<file path="config.mk">
export PLATFORM = sky130hd
export DESIGN_NAME = ifid_hazard_flat
export DESIGN_NICKNAME = d
export VERILOG_FILES = /design/src/rtl/ifid_hazard_if.sv /design/src/rtl/ifid_hazard.sv /design/src/flat_wrapper.sv
export SDC_FILE = /design/constraint.sdc
export NUM_CORES = 1
export LEC_CHECK = 0
export ABC_AREA = 0
export BUFFER_PORTS_ARGS = -buffer_cell sky130_fd_sc_hd__buf_4
export CAP_MARGIN = 0
export CORE_AREA = 2 2 91 115
export DETAILED_ROUTE_END_ITERATION = 10
export DIE_AREA = 0 0 93 117
export GPL_TIMING_DRIVEN = 0
export PLACE_DENSITY = 0.75
export SYNTH_ARGS = -nofsm -noshare
export SYNTH_HDL_FRONTEND = slang
export SYNTH_SLANG_ARGS = --single-unit
</file>
<file path="constraint.sdc">
create_clock -name clk -period 1.97 [get_ports clk]
set_input_delay 0.197 -clock clk [delete_from_list [all_inputs] [get_ports clk]]
set_output_delay 0.197 -clock clk [all_outputs]
set_load 0.01 [all_outputs]
</file>
<file path="src/rtl/ifid_hazard_if.sv">
// IF/ID pipeline register bus: fetch-side inputs, hazard-unit inputs from
// ID/EX and EX resolution, and the IF/ID outputs plus PC/bubble controls.
interface ifid_hazard_if;
    logic [31:0] inst_in;
    logic [31:0] adder1_in;
    logic        idex_mem_read;
    logic [4:0]  idex_Rt;
    logic        branch_taken;
    logic        jump;
    logic        clr_stats;
    logic [31:0] inst_out;
    logic [31:0] adder1_out;
    logic        valid_out;
    logic        pc_write;
    logic        bubble;
    logic [15:0] stall_count;

    // Driver side (fetch/decode environment)
    modport master (
        output inst_in, adder1_in, idex_mem_read, idex_Rt,
               branch_taken, jump, clr_stats,
        input  inst_out, adder1_out, valid_out, pc_write, bubble, stall_count
    );

    // Register/hazard block side
    modport slave (
        input  inst_in, adder1_in, idex_mem_read, idex_Rt,
               branch_taken, jump, clr_stats,
        output inst_out, adder1_out, valid_out, pc_write, bubble, stall_count
    );
endinterface

</file>
<file path="src/rtl/ifid_hazard.sv">
// IF/ID pipeline register with load-use hazard detection, branch/jump flush
// and a saturating stall-cycle counter.
module ifid_hazard (
    input  logic          clk,
    input  logic          rst,
    ifid_hazard_if.slave  bus
);

    logic [31:0] inst_q, inst_d;
    logic [31:0] pc4_q, pc4_d;
    logic        valid_q, valid_d;
    logic [15:0] cnt_q, cnt_d;

    logic [4:0]  id_rs;
    logic [4:0]  id_rt;
    logic        rt_nonzero;
    logic        src_match;
    logic        hazard;
    logic        redirect;
    logic        flush;

    // Decode the source fields of the instruction currently in ID
    always_comb begin
        id_rs = inst_q[25:21];
        id_rt = inst_q[20:16];
    end

    // Load-use hazard and flush; an invalid (flushed) slot never stalls
    always_comb begin
        rt_nonzero = (bus.idex_Rt != 5'd0);
        src_match  = (bus.idex_Rt == id_rs) || (bus.idex_Rt == id_rt);
        hazard     = valid_q && bus.idex_mem_read && rt_nonzero && src_match;
        redirect   = bus.branch_taken || bus.jump;
        flush      = redirect && !hazard;
    end

    // Next IF/ID contents: stall holds, flush empties the slot, else capture
    always_comb begin
        inst_d  = inst_q;
        pc4_d   = pc4_q;
        valid_d = valid_q;
        if (hazard) begin
            inst_d  = inst_q;
            pc4_d   = pc4_q;
            valid_d = valid_q;
        end else if (flush) begin
            inst_d  = '0;
            pc4_d   = bus.adder1_in;
            valid_d = 1'b0;
        end else begin
            inst_d  = bus.inst_in;
            pc4_d   = bus.adder1_in;
            valid_d = 1'b1;
        end
    end

    // Stall counter next value: clear wins, otherwise saturating increment
    always_comb begin
        cnt_d = cnt_q;
        if (bus.clr_stats) begin
            cnt_d = '0;
        end else if (hazard && (cnt_q != '1)) begin
            cnt_d = cnt_q + 16'd1;
        end
    end

    // IF/ID register state, asynchronously cleared
    always_ff @(posedge clk or negedge rst) begin
        if (!rst) begin
            inst_q  <= '0;
            pc4_q   <= '0;
            valid_q <= 1'b0;
        end else begin
            inst_q  <= inst_d;
            pc4_q   <= pc4_d;
            valid_q <= valid_d;
        end
    end

    // Stall statistics register, asynchronously cleared
    always_ff @(posedge clk or negedge rst) begin
        if (!rst) begin
            cnt_q <= '0;
        end else begin
            cnt_q <= cnt_d;
        end
    end

    // Output drive; pc_write/bubble are purely combinational from hazard
    always_comb begin
        bus.inst_out    = inst_q;
        bus.adder1_out  = pc4_q;
        bus.valid_out   = valid_q;
        bus.pc_write    = !hazard;
        bus.bubble      = hazard;
        bus.stall_count = cnt_q;
    end

endmodule

</file>
<file path="src/flat_wrapper.sv">
// flat-port wrapper written by rule: the top's interface ports become plain ports
module ifid_hazard_flat 
  (clk, rst, bus_inst_in, bus_adder1_in, bus_idex_mem_read, bus_idex_Rt, bus_branch_taken, bus_jump, bus_clr_stats, bus_inst_out, bus_adder1_out, bus_valid_out, bus_pc_write, bus_bubble, bus_stall_count);
  ifid_hazard_if bus_i ();
  input  logic clk;
  input  logic rst;
  input wire logic [$bits(bus_i.inst_in)-1:0] bus_inst_in;
  input wire logic [$bits(bus_i.adder1_in)-1:0] bus_adder1_in;
  input wire logic [$bits(bus_i.idex_mem_read)-1:0] bus_idex_mem_read;
  input wire logic [$bits(bus_i.idex_Rt)-1:0] bus_idex_Rt;
  input wire logic [$bits(bus_i.branch_taken)-1:0] bus_branch_taken;
  input wire logic [$bits(bus_i.jump)-1:0] bus_jump;
  input wire logic [$bits(bus_i.clr_stats)-1:0] bus_clr_stats;
  output wire logic [$bits(bus_i.inst_out)-1:0] bus_inst_out;
  output wire logic [$bits(bus_i.adder1_out)-1:0] bus_adder1_out;
  output wire logic [$bits(bus_i.valid_out)-1:0] bus_valid_out;
  output wire logic [$bits(bus_i.pc_write)-1:0] bus_pc_write;
  output wire logic [$bits(bus_i.bubble)-1:0] bus_bubble;
  output wire logic [$bits(bus_i.stall_count)-1:0] bus_stall_count;
  assign bus_i.inst_in = bus_inst_in;
  assign bus_i.adder1_in = bus_adder1_in;
  assign bus_i.idex_mem_read = bus_idex_mem_read;
  assign bus_i.idex_Rt = bus_idex_Rt;
  assign bus_i.branch_taken = bus_branch_taken;
  assign bus_i.jump = bus_jump;
  assign bus_i.clr_stats = bus_clr_stats;
  assign bus_inst_out = bus_i.inst_out;
  assign bus_adder1_out = bus_i.adder1_out;
  assign bus_valid_out = bus_i.valid_out;
  assign bus_pc_write = bus_i.pc_write;
  assign bus_bubble = bus_i.bubble;
  assign bus_stall_count = bus_i.stall_count;
  ifid_hazard u_core (.clk(clk), .rst(rst), .bus(bus_i));
endmodule
</file>
-- Yosys cells after proc, flatten, opt, wreduce, memory -nomap -nowiden
Cells that the tools add are included.
- add/sub/neg operators: 1
- equal/unequal tests: 3
- mux-type cells: 4
- reduce and logical (&&, ||, !) cells: 10
- operator list (cell ; count):
    $mux 16 ; 2
    $mux 32 ; 1
    $add 16x1->16 const B ; 1
    $ne 16x16->1 const B ; 1
    $eq 5x5->1 ; 2
    $logic_and 1x1->1 ; 5
    $reduce_bool 5->1 ; 1
    $logic_or 1x1->1 ; 2
    $reduce_bool 2->1 ; 1
    $logic_not 1->1 ; 1
    $mux 1 ; 1
- register bits after elaboration: 81
- bits of input ports: 75
- output and inout port bits: 83

-- Logic depth before layout (Yosys ltp)
Gate-level depths: netlist of run 1.
- depth in word-level cells: 6
- depth in mapped cells: 8

-- Worst setup path before layout of run 1
Ideal clock, no wire load.
- path type: register to register
- start point: register u_core.inst_q[18] (netlist: u_core.bus.inst_out[18])
- end point: register u_core.pc4_q[19] (netlist: u_core.bus.adder1_out[19])
- setup time: 125 ps
- arrival: 1724 ps
- required time: 1845 ps
- slack: 121 ps
- cell stages (with the launch flop): 8
- path buffers: 2
- cell sequence: dfrtp_1 -> xor2_1 -> nor3_1 -> a22oi_1 -> nand2b_4 -> buf_8 -> buf_6 -> mux2_2
- cells in the longest elaborated chain, start to end: 3
- RTL lines (element ; line ; text):
    start, declared ; ifid_hazard.sv:9 ; logic [31:0] inst_q, inst_d;
    start signal, assigned ; ifid_hazard.sv:74 ; inst_q <= inst_d;
    $eq 5x5->1 ; ifid_hazard.sv:31 ; src_match = (bus.idex_Rt == id_rs) || (bus.idex_Rt == id_rt);
    $logic_or 1x1->1 ; ifid_hazard.sv:31 ;
    $logic_and 1x1->1 ; ifid_hazard.sv:32 ; hazard = valid_q && bus.idex_mem_read && rt_nonzero && src_match;
    end signal, assigned ; ifid_hazard.sv:75 ; pc4_q <= pc4_d;
    end, declared ; ifid_hazard.sv:10 ; logic [31:0] pc4_q, pc4_d;
No other way between the ends.
A chain may end at the register's enable or synchronous reset.

-- Worst setup path in the final report of run 1
- start point: register u_core.inst_q[25] (netlist: u_core.bus.inst_out[25])
- end point: register u_core.cnt_q[2] (netlist: u_core.bus.stall_count[2])
- cells in the longest elaborated chain, start to end: 5
- RTL lines (element ; line ; text):
    $eq 5x5->1 ; ifid_hazard.sv:31 ;
    $logic_or 1x1->1 ; ifid_hazard.sv:31 ;
    $logic_and 1x1->1 ; ifid_hazard.sv:32 ;
    $logic_and 1x1->1 ; ifid_hazard.sv:62 ; end else if (hazard && (cnt_q != '1)) begin
    $reduce_bool 2->1 (no source line) ; -- ;
    end signal, assigned ; ifid_hazard.sv:85 ; cnt_q <= cnt_d;
    end, declared ; ifid_hazard.sv:12 ; logic [15:0] cnt_q, cnt_d;
No other way between the ends.

==> metrics.md, run 1 <==
| Metric | Value |
|---|---|
| Status | finished, final reports clean |
| Fin. Hold Viols | 0 |
| Final WL | 9420 um |
| Reg clk slew, reported paths | 0.06 ns |
| DR vias/cell | 4.88 |
| CP max stage delay | 0.40 ns |
| PD cells | 681 nW/um^2 |
| Synth warn | 0 |
| Final #Nets | 590 |
| Cells after Synth | 334 |
| Top_reg_cell synth | dfrtp_1 |
| Layout Cells excl Fill | 647 |
| Cell Rows | 41 |
| Vias | 3157 |
| R2R Setup Slk | 0.07 ns |
| Ys async rst share | 100% |
| I/O Buffers | 157 |
| RR Endpoint | u_core.bus.stall_count[2] |
| CTS tree | built |
| Antenna-violating nets left | 0 |
| Dpl ws | -0.300 ns |
| CP cell instances | xor2_1 -> nor3_2 -> a22oi_2 -> buf_6 -> buf_4 -> nor3_1 -> mux2_2 |
| H-tree Lvls | 3 |
| Area Growth Syn to Fin | 47.0% |
| CTS buffer count | 9 |
| Mean Syn Cell Area | 11.4 sq um |
| Startpoint Class | register |
| Synth area leaders | dfrtp_1 (53%), mux2_2 (12%), mux2i_1 (8.4%) |
| Yosys top cell area share | 53.2% |
| # diodes | 0 |
| Clock Skew | 0.00483 ns |
| Largest net degree at the start of global routing | 82 |
| Wire per inst | 14.6 um |
| FF-to-FF path depth | 7 |
| Worst hold margin | 0.0240 ns |
| Most frequent cell after synthesis | dfrtp_1 |
| CP max stage cell | dfrtp_1 |
| CP Data Required Time | 2.17 ns |
| Clk Latency, worst-skew pair | 0.32 ns |
| Max clock buf depth | 2 |
| Max-slew violations | 0 |
| Final estimated routing congestion in global placement | 0.884 |
| Total iterations of the first detailed-routing run | 4 |
| Mapped Area | 3810 sq um |
| Number of global-route vias before repair | 3181 |
| CTS Hold Bufs | 0 |
| Core box area | 9850 sq um |
| Lkg Pwr | 2.88 nW |
| Die Y | 117 um |
| Share of cells above drive strength 1 | 48.6% |
| DRT iter0 DRCs | 87 |
| First-pass GRT wire length | 14900 um |
| DRC viols | 0 |
| Synth cell types | 38 |
| Overflow after GRT | 0 |
| DP Wirelength | 6840 um |
| Syn nets | 410 |
| Max_slew headroom | 28.8% |
| Die area | 10900 sq um |
| Max frequency | 526 MHz |
| Max-cap violation count | 0 |
| Final min period | 1.90 ns |
| Root buffer cell | clkbuf_16 |
| Largest area contributor in the netlist | dfrtp_1 |
| Worst-Margin Slew | 1.07 ns |
| CTS Sinks | 81 |
| WP data arrival | 2.11 ns |
| Sequential fraction of the synthesis area | 53.2% |
| Die Span X | 93 um |
| Crit. End Element | register |
| Synthesis-stage register bit count | 81 |
| Ports | 158 |
| Fin worst setup slack | 0.0689 ns |
| GR Util All Layers | 17.3% |
| Worst reg2reg startpoint | u_core.bus.inst_out[25] |
| Final worst-path cycle share | 96.5% |
| Starting density of the core | 38.7% |
| Count of final setup violators | 0 |
| Commonest cells post-synth | dfrtp_1 (81), mux2_2 (39), nand2_1 (37) |
| Post-synth EDFFs | 0 |
| Antenna violations before repair | 0 |
| Crit path kind | register to register |
| Max FO, Critical Path | 10 |
| Filler Cell Count | 863 |
| Placed Cells | 620 |
| Worst vdd ir | 0.433 mV |
| Hold Path Class | input port to asynchronous set/reset pin |
[cell usage in the layout (no fill, tap or decap), drive strengths merged, types with 4 or more instances in the layout]
master	instances
inv	35
nor2b	8
a21oi	7
nor2	14
nand2	37
mux2i	32
dfrtp	81
or3	4
mux2	39
nor3	6
clkbuf	16
buf	181
nand3	6
xor2	10
o21ai	6
or4	4
[layout make-up]
cell class | instances | area (sq um) | share of cell area, %
Sequential cell | 81 | 2030 | 36.2
Timing Repair Buffer | 172 | 1290 | 23.1
Buffer | 14 | 125 | 2.23
Clock buffer | 11 | 233 | 4.15
Inverter | 35 | 131 | 2.34
Tap cell | 129 | 161 | 2.88
Multi-Input combinational cell | 201 | 1590 | 28.3
Clock inverter | 4 | 45.0 | 0.804
[what timing repair did]
| action | in CTS | in global routing |
|---|---|---|
| buffers inserted | 4 | 11 |
| hold endpoints to repair | 0 | 0 |
| gates resized for setup | 10 | 10 |
| setup endpoints to repair | 81 | 17 |
| gates cloned | 1 | 0 |
| pin swaps | 3 | 6 |
[critical path: cells and delay by family (launching register included)]
family	cells	cell delay, ns
AOI/OAI and AO/OA	1	0.10
xor gates and xnor gates	1	0.16
buffers and inverters	2	0.32
DFF	1	0.40
muxes	1	0.36
and+or+nand+nor	2	0.44
[sequential cells by signal, indices dropped and copies added (netlist names)]
name                    count
u_core.bus.adder1_out      32
u_core.bus.inst_out        32
u_core.bus.stall_count     16
u_core.bus.valid_out        1
[per-layer routing]
| layer | vias to the layer above | wire [um] | share of wire, % | GRT usage [%] |
|---|---|---|---|---|
| li1 | 1492 | - | - | - |
| met1 | 1540 | 3560 | 38 | 19.7 |
| met2 | 110 | 5080 | 54 | 31.2 |
| met3 | 15 | 618 | 6.6 | 4.67 |
| met4 | 0 | 170 | 1.8 | 6.37 |
| met5 | - | 0 | 0 | 0 |
[kinds of logic (layout without fill, tap and decap cells)]
family,count (synthesis),after routing,synth area share [%]
AOI/OAI and AO/OA,26,26,4.63
xor gates and xnor gates,10,10,2.30
adders and majority gates,1,1,0.328
buffers and inverters,52,236,7.38
DFF,81,81,53.2
muxes,71,71,19.9
and+or+nand+nor,93,93,12.3
[where the power goes]
| part | switching [mW] | internal (mW) | leakage [nW] |
|---|---|---|---|
| logic | 0.203 | 0.255 | 1.70 |
| clock network | 0.625 | 0.969 | 0.139 |
| registers | 0.0381 | 1.73 | 1.04 |
| total | 0.867 | 2.95 | 2.88 |
[worst max-delay path by stage]
stage / from / to / slack (ns) / depth (start not counted)
2_1_floorplan: u_core.bus.inst_out[18] / u_core.bus.adder1_out[19] / 0.12 / 7
3_3_place_gp: u_core.bus.inst_out[18] / bus_bubble / -0.30 / 9
3_5_place_dp: u_core.bus.inst_out[18] / bus_bubble / -0.30 / 9
4_1_cts: u_core.bus.stall_count[6] / u_core.bus.stall_count[3] / -0.003 / 5
5_1_grt: u_core.bus.inst_out[21] / u_core.bus.stall_count[12] / -0.02 / 8
6_report: u_core.bus.inst_out[25] / u_core.bus.stall_count[2] / 0.07 / 7
[metrics by stage]
stage / util (%) / cell area (sq um) / setup TNS [ns] / power (mW)
floorplan: - / 3810 / 0 / 1.95
global placement: 52.3 / 5150 / -14.30 / 2.23
detailed placement: 52.3 / 5150 / -16.11 / 2.24
CTS: 55.9 / 5500 / -0.00304 / 3.85
global route: 56.9 / 5610 / -0.0331 / 3.98
finish: 56.9 / 5610 / 0 / 3.82
No activity file was read; power rests on OpenSTA's default activity.
==> run 2, diff against run 1 <==
CAP_MARGIN = 10   (was 0)
GPL_TIMING_DRIVEN = 1   (was 0)
==> metrics.md, run 2 (synthesized netlist as in run 1, its figures left out) <==
| Metric | Value |
|---|---|
| H-tree Lvls | 3 (unchanged) |
| Final WL | 9570 um (+1.6%) |
| DRT iter0 DRCs | 79 (-9.2%) |
| Area Growth Syn to Fin | 55.3% |
| PD cells | 701 nW/um^2 (+2.9%) |
| Final #Nets | 601 (+1.9%) |
| Wire per inst | 14.5 um (-0.14%) |
| Hold Path Class | input port to register |
| Post-layout util | 60.1% (+3.2 points) |
| Antenna violations before repair | 0 (unchanged) |
| Final estimated routing congestion in global placement | 0.856 (-3.2%) |
| CP cell instances | xor2_1 -> nor3_2 -> a22oi_2 -> buf_12 -> nand2b_4 -> buf_12 -> inv_4 -> buf_6 |
| Largest net degree at the start of global routing | 46 (-44%) |
| Critical path buffers and inverters | 4 (+2) |
| Worst-Margin Slew | 0.507 ns (-0.561 ns) |
| CTS tree | built |
| # diodes | 0 (unchanged) |
| Delay-heaviest family, CP | flip-flops |
| Most frequent cells in the layout | buf_4 (182), dfrtp_1 (81), mux2_2 (39) |
| CTS Sinks | 81 (unchanged) |
| Total iterations of the first detailed-routing run | 4 (unchanged) |
| Placed Cells | 622 (+0.32%) |
| Max-cap violation count | 0 (unchanged) |
| Root buffer cell | clkbuf_16 |
| Crit. End Element | output port |
| DR vias/cell | 4.75 (-2.6%) |
| Max_slew headroom | 66.2% (+37 points) |
| Final worst-path cycle share | 98.3% (+1.8 points) |
| Die Y | 117 um (unchanged) |
| Lkg Pwr | 3.08 nW (+6.8%) |
| Die Span X | 93 um (unchanged) |
| CTS buffer count | 9 (unchanged) |
| Int Pwr | 3.27 mW (+11%) |
| Crit path kind | register to output port |
| Clock power share | 45.8% (+4.1 points) |
| Clock Skew | 0.00821 ns (+0.00338 ns) |
| Max FO, Critical Path | 3 (-7) |
| Comb pwr share | 11.6% (-0.4 points) |
| WP data arrival | 1.74 ns (-0.37 ns) |
| Commonest non-fill, non-tap cell in the layout | buf_4 |
| Cell Rows | 41 (unchanged) |
| Max clock buf depth | 2 (unchanged) |
| Vias | 3128 (-0.92%) |
| First-pass GRT wire length | 14800 um (-0.65%) |
| Max-slew violations | 0 (unchanged) |
| RSZ-0062 raised after global routing | yes |
| Die area | 10900 sq um (unchanged) |
| NetSw | 0.885 mW (+2.1%) |
| Share of cells above drive strength 1 | 52.0% (+3.3 points) |
| CP Data Required Time | 1.77 ns (-0.40 ns) |
| Status | finished, final reports clean |
| Max frequency | 516 MHz (-1.8%) |
| I/O Buffers | 157 (unchanged) |
| Antenna-violating nets left | 0 (unchanged) |
| Fin. Hold Viols | 0 (unchanged) |
| Ports | 158 (unchanged) |
| Core box area | 9850 sq um (unchanged) |
| Crit path top cell by count | buf_12 |
| DP Wirelength | 6740 um (-1.4%) |
| Worst vdd ir | 0.664 mV (+53%) |
| Overflow after GRT | 0 (unchanged) |
| Final min period | 1.94 ns (+0.0353 ns) |
| Fin Setup TNS | 0 ns (unchanged) |
| Reg clk slew, reported paths | 0.06 ns (about the same) |
| Sequential power share | 42.6% (-3.7 points) |
| Number of global-route vias before repair | 3161 (-0.63%) |
| Switch share | 21.3% (-1.4 points) |
| DRC viols | 0 (unchanged) |
| CP max stage cell | dfrtp_1 |
| Starting density of the core | 38.7% (unchanged) |
| Layout Cells excl Fill | 658 (+1.7%) |
| Startpoint Class | register |
| Clk Latency, worst-skew pair | 0.33 ns (about the same) |
| GR Util All Layers | 17.2% (-0.071 points) |
| Count of final setup violators | 0 (unchanged) |
| CP max stage delay | 0.40 ns (about the same) |
## run 2: layer usage
layer | global-route usage [%] | part of all wire [%] | up-vias
met3 | 5.44 | 6.6 | 8
met1 | 20.1 | 40 | 1519
met5 | 0 | 0 | -
met2 | 30.4 | 53 | 92
met4 | 5.29 | 1.2 | 0
li1 | - | - | 1509
## run 2: what timing repair did
item / 4_1_cts / 5_1_grt
cloned: 2 / 1
endpoints found under the setup margin: 12 / 56
pin swaps: 5 / 11
setup buffers: 11 / 6
hold buffers: 1 / 0
endpoints found under the hold margin: 36 / 0
resized for setup: 9 / 19
## run 2: final timing paths
check | startpoint | endpoint | slack [ns] | cells after the start
max | u_core.bus.inst_out[16] | bus_bubble | 0.03 | 8
min | bus_adder1_in[13] | u_core.bus.adder1_out[13] | 0.09 | 2
max reg2reg | u_core.bus.inst_out[16] | u_core.bus.stall_count[12] | 0.05 | 8
min reg2reg | u_core.bus.adder1_out[22] | u_core.bus.adder1_out[22] | 0.51 | 1
max in group asynchronous | rst | u_core.bus.adder1_out[21] | 0.97 | 3
min in group asynchronous | rst | u_core.bus.stall_count[8] | 0.38 | 2
## run 2: cell type report
| class | count | area (sq um) |
|---|---|---|
| Inverter | 35 | 134 |
| Multi-Input combinational cell | 202 | 1630 |
| Clock inverter | 5 | 104 |
| Timing Repair Buffer | 196 | 1620 |
| Sequential cell | 81 | 2030 |
| Clock buffer | 10 | 239 |
| Fill cell | 847 | 3930 |
| Tap cell | 129 | 161 |
## run 2: metrics by stage
step | power, mW | hold slack [ns] | instance area, sq um | setup WS [ns]
finish | 4.15 | 0.0946 | 5920 | 0.0335
global route | 4.32 | 0.0840 | 5920 | -0.0425
CTS | 4.20 | 0.0815 | 5760 | -0.0253
detailed placement | 2.25 | 0.198 | 5210 | -0.0125
global placement | 2.23 | 0.197 | 5210 | 0.0266
floorplan | 1.95 | -0.0986 | 3810 | 0.121
## run 2: power by group through the flow
stage / sequential, mW / clock [mW] / combinational, mW
2_1_floorplan: 1.82 / 0 / 0.126
3_5_place_dp: 1.80 / 0 / 0.447
3_3_place_gp: 1.80 / 0 / 0.439
5_1_grt: 1.77 / 2.02 / 0.527
6_report: 1.77 / 1.90 / 0.482
4_1_cts: 1.77 / 1.95 / 0.481
